==> config.mk <==
export PLATFORM = sky130hd
export DESIGN_NAME = logic_pod_capture_arbiter
export DESIGN_NICKNAME = d
export VERILOG_FILES = /design/src/rtl/logic_pod_capture_arbiter.sv
export SDC_FILE = /design/constraint.sdc
export NUM_CORES = 2
export LEC_CHECK = 0
export CAP_MARGIN = 20
export CORE_ASPECT_RATIO = 0.9
export CORE_MARGIN = 4
export CORE_UTILIZATION = 45
export CTS_CLUSTER_SIZE = 20
export DETAILED_ROUTE_END_ITERATION = 10
export PLACE_DENSITY = 0.62
export SLEW_MARGIN = 20
export SYNTH_ARGS = -nofsm -noshare
export SYNTH_HDL_FRONTEND = slang
export SYNTH_SLANG_ARGS = --single-unit
==> constraint.sdc <==
create_clock -name clk -period 8.8 [get_ports clk]
set_input_delay 1.76 -clock clk [delete_from_list [all_inputs] [get_ports clk]]
set_output_delay 1.76 -clock clk [all_outputs]
set_load 0.01 [all_outputs]
==> src/rtl/logic_pod_capture_arbiter.sv <==
// logic_pod_capture_arbiter
//
// Shares one capture-memory write port between NUM_PODS compression engines.
// Each pod has its own small FIFO. Nonempty FIFOs are granted round-robin onto
// a valid/ready write stream. The capture is sequenced as arm, run, drain, done.
// Written words are counted, and words dropped at a full FIFO are flagged per pod.
//
// Ports
//   clk          capture clock, all logic on the rising edge
//   rst_n        synchronous active-low reset
//   arm          start-capture pulse, honoured in IDLE/DONE when stop is low
//   stop         end-capture pulse, honoured in RUN
//   capture_len  number of words to write, sampled on an accepted arm
//   pod_valid    per-pod word strobe (no backpressure toward the pods)
//   pod_data     pod i word at bits [i*WIDTH +: WIDTH]
//   pod_en       compressor enable, high only in RUN
//   mem_wr_en    write valid
//   mem_ready    write ready
//   mem_wr_data  word being written
//   mem_wr_pod   source pod index of the word
//   mem_wr_addr  0-based word index within the capture
//   busy         state is RUN or DRAIN
//   done         state is DONE
//   overflow     sticky per-pod drop flags
module logic_pod_capture_arbiter #(
    parameter int unsigned NUM_PODS = 4,
    parameter int unsigned WIDTH    = 32,
    parameter int unsigned DEPTH    = 8
) (
    input  logic                      clk,
    input  logic                      rst_n,
    input  logic                      arm,
    input  logic                      stop,
    input  logic [31:0]               capture_len,
    input  logic [NUM_PODS-1:0]       pod_valid,
    input  logic [NUM_PODS*WIDTH-1:0] pod_data,
    output logic                      pod_en,
    output logic                      mem_wr_en,
    input  logic                      mem_ready,
    output logic [WIDTH-1:0]          mem_wr_data,
    output logic [2:0]                mem_wr_pod,
    output logic [31:0]               mem_wr_addr,
    output logic                      busy,
    output logic                      done,
    output logic [NUM_PODS-1:0]       overflow
);

    localparam int unsigned AW = $clog2(DEPTH);
    localparam int unsigned PW = (NUM_PODS > 1) ? $clog2(NUM_PODS) : 1;
    localparam logic [AW:0] FullLvl = (AW + 1)'(DEPTH);
    localparam logic [PW-1:0] LastPod = PW'(NUM_PODS - 1);

    typedef enum logic [1:0] {StIdle, StRun, StDrain, StDone} state_e;

    state_e                state_q;
    logic                  wr_en_q;
    logic [WIDTH-1:0]      data_q;
    logic [2:0]            pod_q;
    logic [31:0]           addr_q;
    logic [31:0]           count_q;
    logic [31:0]           len_q;
    logic [PW-1:0]         last_q;
    logic [NUM_PODS-1:0]   overflow_q;

    logic [WIDTH-1:0]      fifo_mem_q [NUM_PODS][DEPTH];
    logic [AW:0]           wr_ptr_q   [NUM_PODS];
    logic [AW:0]           rd_ptr_q   [NUM_PODS];

    logic [NUM_PODS-1:0]   fifo_empty;
    logic [NUM_PODS-1:0]   fifo_full;
    logic                  active;
    logic                  hs;
    logic                  last_hs;
    logic                  loadable;
    logic                  start;
    logic                  gnt_any;
    logic                  gnt;
    logic [PW-1:0]         gnt_idx;
    logic                  drain_done;

    always_comb begin
        for (int i = 0; i < NUM_PODS; i++) begin
            fifo_empty[i] = (wr_ptr_q[i] == rd_ptr_q[i]);
            fifo_full[i]  = ((wr_ptr_q[i] - rd_ptr_q[i]) == FullLvl);
        end
    end

    assign active   = (state_q == StRun) || (state_q == StDrain);
    assign hs       = wr_en_q && mem_ready;
    // The handshake that completes the capture length ends it immediately.
    assign last_hs  = hs && ((count_q + 32'd1) == len_q);
    assign loadable = !wr_en_q || mem_ready;
    assign start    = arm && !stop && ((state_q == StIdle) || (state_q == StDone));

    // Round-robin search starting just after the last granted pod.
    always_comb begin
        int unsigned idx;
        gnt_any = 1'b0;
        gnt_idx = '0;
        idx     = 0;
        for (int unsigned k = 1; k <= NUM_PODS; k++) begin
            idx = (int'(last_q) + k) % NUM_PODS;
            if (!gnt_any && !fifo_empty[idx]) begin
                gnt_any = 1'b1;
                gnt_idx = PW'(idx);
            end
        end
    end

    assign gnt = active && loadable && !last_hs && gnt_any;

    // Drain finishes once every FIFO is empty and the output register is empty
    // or being accepted this cycle.
    assign drain_done = (state_q == StDrain) && (&fifo_empty) && loadable && !last_hs;

    always_ff @(posedge clk) begin
        if (!rst_n) begin
            state_q    <= StIdle;
            wr_en_q    <= 1'b0;
            data_q     <= '0;
            pod_q      <= '0;
            addr_q     <= '0;
            count_q    <= '0;
            len_q      <= '0;
            last_q     <= LastPod;
            overflow_q <= '0;
            for (int i = 0; i < NUM_PODS; i++) begin
                wr_ptr_q[i] <= '0;
                rd_ptr_q[i] <= '0;
            end
        end else begin
            unique case (state_q)
                StIdle, StDone: begin
                    if (start) begin
                        count_q    <= '0;
                        overflow_q <= '0;
                        last_q     <= LastPod;
                        wr_en_q    <= 1'b0;
                        len_q      <= capture_len;
                        for (int i = 0; i < NUM_PODS; i++) begin
                            wr_ptr_q[i] <= '0;
                            rd_ptr_q[i] <= '0;
                        end
                        state_q <= (capture_len == 32'd0) ? StDone : StRun;
                    end
                end
                StRun, StDrain: begin
                    if (hs) begin
                        count_q <= count_q + 32'd1;
                    end
                    if (last_hs) begin
                        state_q <= StDone;
                        wr_en_q <= 1'b0;
                        for (int i = 0; i < NUM_PODS; i++) begin
                            wr_ptr_q[i] <= '0;
                            rd_ptr_q[i] <= '0;
                        end
                    end else begin
                        if (state_q == StRun) begin
                            for (int i = 0; i < NUM_PODS; i++) begin
                                if (pod_valid[i]) begin
                                    // Fullness is judged before any same-cycle pop.
                                    if (fifo_full[i]) begin
                                        overflow_q[i] <= 1'b1;
                                    end else begin
                                        fifo_mem_q[i][wr_ptr_q[i][AW-1:0]] <=
                                            pod_data[i*WIDTH +: WIDTH];
                                        wr_ptr_q[i] <= wr_ptr_q[i] + 1'b1;
                                    end
                                end
                            end
                        end
                        if (gnt) begin
                            rd_ptr_q[gnt_idx] <= rd_ptr_q[gnt_idx] + 1'b1;
                            data_q  <= fifo_mem_q[gnt_idx][rd_ptr_q[gnt_idx][AW-1:0]];
                            pod_q   <= 3'(gnt_idx);
                            addr_q  <= count_q + {31'd0, hs};
                            wr_en_q <= 1'b1;
                            last_q  <= gnt_idx;
                        end else if (hs) begin
                            wr_en_q <= 1'b0;
                        end
                        if ((state_q == StRun) && stop) begin
                            state_q <= StDrain;
                        end else if (drain_done) begin
                            state_q <= StDone;
                        end
                    end
                end
                default: state_q <= StIdle;
            endcase
        end
    end

    assign pod_en      = (state_q == StRun);
    assign busy        = active;
    assign done        = (state_q == StDone);
    assign mem_wr_en   = wr_en_q;
    assign mem_wr_data = data_q;
    assign mem_wr_pod  = pod_q;
    assign mem_wr_addr = addr_q;
    assign overflow    = overflow_q;

endmodule

After elaboration in Yosys (flattened, before gate mapping) --
Memory sizes are Yosys's and may differ from the RTL's. Cells that the tools add are included.
Storage, ports and cells: input bits 169, memories kept 3, RAM bits 1056, output and inout bits 75, bits in registers 139
Memory list:
- fifo_mem_q | depth 4, bits a word 256, read ports 1, clocked after Yosys merged registers in 0, write ports 4, RTL line 65 | logic [WIDTH-1:0] fifo_mem_q [NUM_PODS][DEPTH];
- rd_ptr_q | depth 4, bits a word 4, read ports 5, clocked after Yosys merged registers in 0, write ports 4, RTL line 67 | logic [AW:0] rd_ptr_q [NUM_PODS];
- wr_ptr_q | depth 4, bits a word 4, read ports 4, clocked after Yosys merged registers in 0, write ports 4, RTL line 66 | logic [AW:0] wr_ptr_q [NUM_PODS];
Cells by class: $lt $le $gt $ge 13, muxes and demuxes 126, bitwise logic cells 26, add/subtract/negate cells 15, equality and inequality tests 27, reduce and logical (&&, ||, !) cells 45
Operator list (number):
- $mux 256 | 4
- $demux 32 s3 | 4
- $mux 32 | 8
- $bmux 32 s3 | 1
- $mux 4 | 24
- $pmux 32 s2 | 1
- $mux 1 | 63
- $add 32x1->32 | 1
- $add 32x1->32 const B | 1
- $eq 32x32->1 | 1
- $logic_not 32->1 | 1
- $mux 2 | 13
- $ne 2x2->1 const B | 13
- $add 4x1->4 const B | 5
- $ge 4x4->1 const B | 5
- $not 3->4 | 5
- $or 1x1->1 | 20
- $reduce_and 5->1 | 4
- $logic_and 1x1->1 | 18
- $eq 4x4->1 | 4
- $eq 4x4->1 const B | 4
- $lt 4x1->1 const B | 4
- $sub 4x4->4 | 4
- $lt 2x3->1 const B | 4
- other kinds (18) | 40

Longest topological paths before layout --
An unclocked memory read counts as a cell.
word-level depth 21, depth in mapped cells 15, gate-level depth less buffers 12

Least setup slack after synthesis --
OpenSTA, ideal clock, no wires.
path type input -> register, from input mem_ready, to memory fifo_mem_q[2][128] in the netlist's numbering, enable pin, data arrival time 6.504 ns, data required time 8.287 ns, stages 12, setup slack 1.783 ns, path buffers 3, library setup time 0.513 ns, path through and2_0 -> nand3_1 -> nor2_1 -> o2111ai_1 -> nor3_1 -> nand4_1 -> or4_1 -> clkbuf_1 -> buf_2 -> nand4b_1 -> buf_2 -> nor4b_1
RTL lines:
- start, declared | RTL line 39 | input logic mem_ready,
- end, declared | RTL line 65

==> results.md <==
- Core Area: 111300 um2
- Setup TNS Final: 0 ns
- DRC viols: 0
- Hold path endpoint: overflow[3]
- Drt initial violations: 4153
- Clk slew on worst S/H paths: 0.06 ns
- Hold Path Stages: 2
- CP arrival: roughly 6.7 ns
- Cells after synthesis: between 4000 and 5000
- Worst Path Max Fanout: 67
- First-pass DRT Iterations: 5
- Worst slew pin tran: 1.257 ns
- Gr usage total: 26.27%
- CP Launch Type: flip-flop
- # setup viols final: 0
- CTS resizes: 0
- Cell area after synthesis: just over 50000 um2
- Fmax: 0.1628 GHz
- CTS Buffer Depth: 3
- Critical Setup Path Class: reg -> reg
- Number of synthesized flops with an enable pin: approximately 1100
- Net count after synthesis: 4193
- Seq/Total Area, Yosys: 68.24%
- FF-to-FF setup slack: 2.66 ns
- FF-to-FF Start: wr_ptr_q[1][0]
- Via/cell ratio: 6.185
- P&R area growth vs syn: 15.44%
- P per Cell Area: 270.1 nW/um2
- Synthesized flop and latch total: 1195
- Ys Warns: 0
- Layout cell share with drive strength beyond 1: 9.229%
- CTS Hold Bufs: 0
- R2r endpoint: mem_wr_data[8]
- Place WS: 2.564 ns
- Fin. max-slew vios: 0
- Worst min path class: reg -> reg
- Fin. Hold Viols: 0
- DP HPWL: 91260 um
- Vias in the first global route: 33490
- FF-to-FF path depth: 12
- First-pass GRT wire length: 230800 um
- Initial Util: 45.41%
- CTS tree: done
- CP required: 9.35 ns
- Status: finished clean
- RSZ-0062 raised after global routing: no
- Post-route ant nets: 0
- Setup bufs post-CTS: 0
- Gp weighted congestion: 0.8839
- Clk_lat worst skew: 0.71 ns
- Die ar.: 117800 um2
- H-tree lvl count: 3
- Row count: 116
- Tcrit/Tclk final: 69.79%
- CP endpoint kind: flip-flop
- Min Tclk post-route: 6.142 ns
- WL final: roughly 160000 um
- CTS buffer count: 121
- Number of placed I/O pins: 244
- Post-synth cell types: 76
- Routed length per instance: 27.86 um
- Clk sink count: 1195
- Root Buffer: clkbuf_16
- Worst rel slew slack: between 15 and 20%
- Final worst slack: around 2.7 ns
- HP Start: overflow[3]
- Aggregate global routing overflow: 0
- NumNets Final: roughly 4300
- Syn avg cell area: about 13 um2
- Layout Skew: ~0.027 ns
- Die Span Y: approximately 330 um
- Pleak: 20.29 nW
- Initial antenna violation count: 10
- Pin count of the biggest net entering global routing: roughly 220
- Finished Core Util: 52.42%
- Die W: 361.3 um
- Async SR Flop Fraction: 0%
- Vias: 35230
- IR drop worst, VDD: between 0.2 and 0.25 mV
- IO buf count: 242
- Max Cap Viol: 0
- Main flop type after synthesis: edfxtp_1
==> cell usage in the layout, fill, tap and decap left out, drive strengths merged, types with 6 or more instances in the layout <==
cell / Yosys / final
mux2: 34 / 34
mux2i: 75 / 75
dfxtp: 139 / 139
nand4: 22 / 22
nand3: 26 / 26
clkdlybuf4s50: 0 / 242
a22oi: 259 / 259
nor2: 86 / 86
nand2: 704 / 704
a211o: 37 / 37
nor4: 45 / 45
nor2b: 8 / 8
a211oi: 104 / 104
nor4b: 16 / 16
a21oi: 455 / 455
nor3: 81 / 81
xnor2: 54 / 54
diode: 0 / 6
or2: 6 / 6
inv: 31 / 33
and3: 71 / 71
a2111oi: 65 / 65
a31oi: 9 / 9
buf: 68 / 91
clkbuf: 275 / 161
a311oi: 8 / 8
clkinv: 1 / 49
bufinv: 0 / 9
and2: 9 / 9
ha: 23 / 23
edfxtp: 1056 / 1056
nand2b: 8 / 8
o21ai: 66 / 66
o311ai: 33 / 33
xor2: 33 / 33
or4: 6 / 6
or3: 11 / 11
a22o: 32 / 32
==> Yosys cell counts (31+ instances only) <==
cell,count,area (um2)
edfxtp_1,1056,31710
nand2_1,702,2635
a21oi_1,455,2277
clkbuf_1,274,1028
a22oi_1,259,1944
dfxtp_1,139,2783
a211oi_1,104,780.8
nor2_1,86,322.8
nor3_1,79,395.4
mux2i_1,75,750.7
and3_1,70,437.9
o21ai_0,64,320.3
xnor2_1,54,473.0
nor4_1,44,275.3
a211o_1,37,324.1
mux2_2,34,382.9
a2111oi_0,33,289.0
buf_2,33,165.2
xor2_1,33,289.0
a22o_1,32,280.3
a2111oi_2,31,465.5
inv_1,31,116.4
==> sequential cells by signal, indices dropped and copies added (netlist names), 4 cells and up <==
signal	count
wr_ptr_q	16
count_q	32
fifo_mem_q	1024
mem_wr_data	32
rd_ptr_q	16
overflow	4
mem_wr_addr	32
len_q	32
==> critical path: stages (launching register included) <==
cell and delay [ns]:
edfxtp_1 0.56, inv_1 0.23, ha_1 0.35, and3_1 0.21, a211oi_1 0.52, a211o_4 0.91, nor3_1 0.20, a211oi_4 0.27
or2_4 0.82, buf_4 0.68, o311ai_0 0.26, a2111oi_0 0.73, a2111oi_2 0.11
==> power by group <==
part / leakage (nW) / internal, W / total [W] / switching, W
Combinational: 7.75 / 0.00155 / 0.00437 / 0.00281
Clock: 1.86 / 0.00283 / 0.00502 / 0.00218
Sequential: 10.7 / 0.00627 / 0.00638 / 0.000109
Total: 20.3 / 0.0107 / 0.0158 / 0.00511
==> metrics by stage <==
| step | area (um2) | hold WS (ns) | total power [W] | std cells |
|---|---|---|---|---|
| after global routing | 58350 | 0.4847 | 0.01639 | 5695 |
| after detailed placement | 54510 | 0.4531 | 0.01080 | 5466 |
| after CTS | 58330 | 0.4628 | 0.01576 | 5690 |
| after global placement | 54510 | 0.4505 | 0.01076 | 5466 |
| after floorplan | 50550 | 0.4481 | 0.009328 | 4001 |
| final | 58350 | 0.4604 | 0.01576 | 5696 |
==> routing by layer <==
layer	GRT usage [%]	up-vias	wire (um)
met5	0	-	0
met1	37.76	17870	67540
li1	-	15470	-
met3	3.756	262	12470
met2	41.69	1633	74200
met4	8.077	0	4477
==> kinds of logic (layout without fill, tap and decap cells) <==
group                    count (synthesis)  after routing  share of synthesized area [%]
AO/OA/AOI/OAI                         1098           1098                          14.62
XOR/XNOR                                87             87                          1.507
adder cells (fa/ha/maj)                 23             23                         0.5693
buffers and inverters                  375            589                          2.936
flip-flops                            1195           1195                          68.24
multiplexers                           109            109                          2.243
other                                    1              7                       0.007419
AND/OR/NAND/NOR                       1113           1113                          9.879
==> worst max path at each step <==
stage	start	to	depth (start not counted)
after floorplan	mem_ready	fifo_mem_q[2][128]	12
after global placement	mem_ready	fifo_mem_q[0][116]	11
after detailed placement	mem_ready	fifo_mem_q[0][108]	11
after CTS	wr_ptr_q[0][0]	mem_wr_data[21]	14
after global routing	wr_ptr_q[0][0]	mem_wr_data[17]	14
final	wr_ptr_q[1][0]	mem_wr_data[8]	12
==> cell type report <==
class                           count  area (um2)
Sequential cell                  1195       34490
Clock inverter                     63       598.1
Antenna cell                        6       15.01
Multi-Input combinational cell   2431       14900
Tap cell                         1475        1846
Inverter                           32       125.1
Fill cell                        9407       52970
Timing Repair Buffer              333        3147
Clock buffer                      161        3228
No activity file was read; power rests on OpenSTA's default activity.
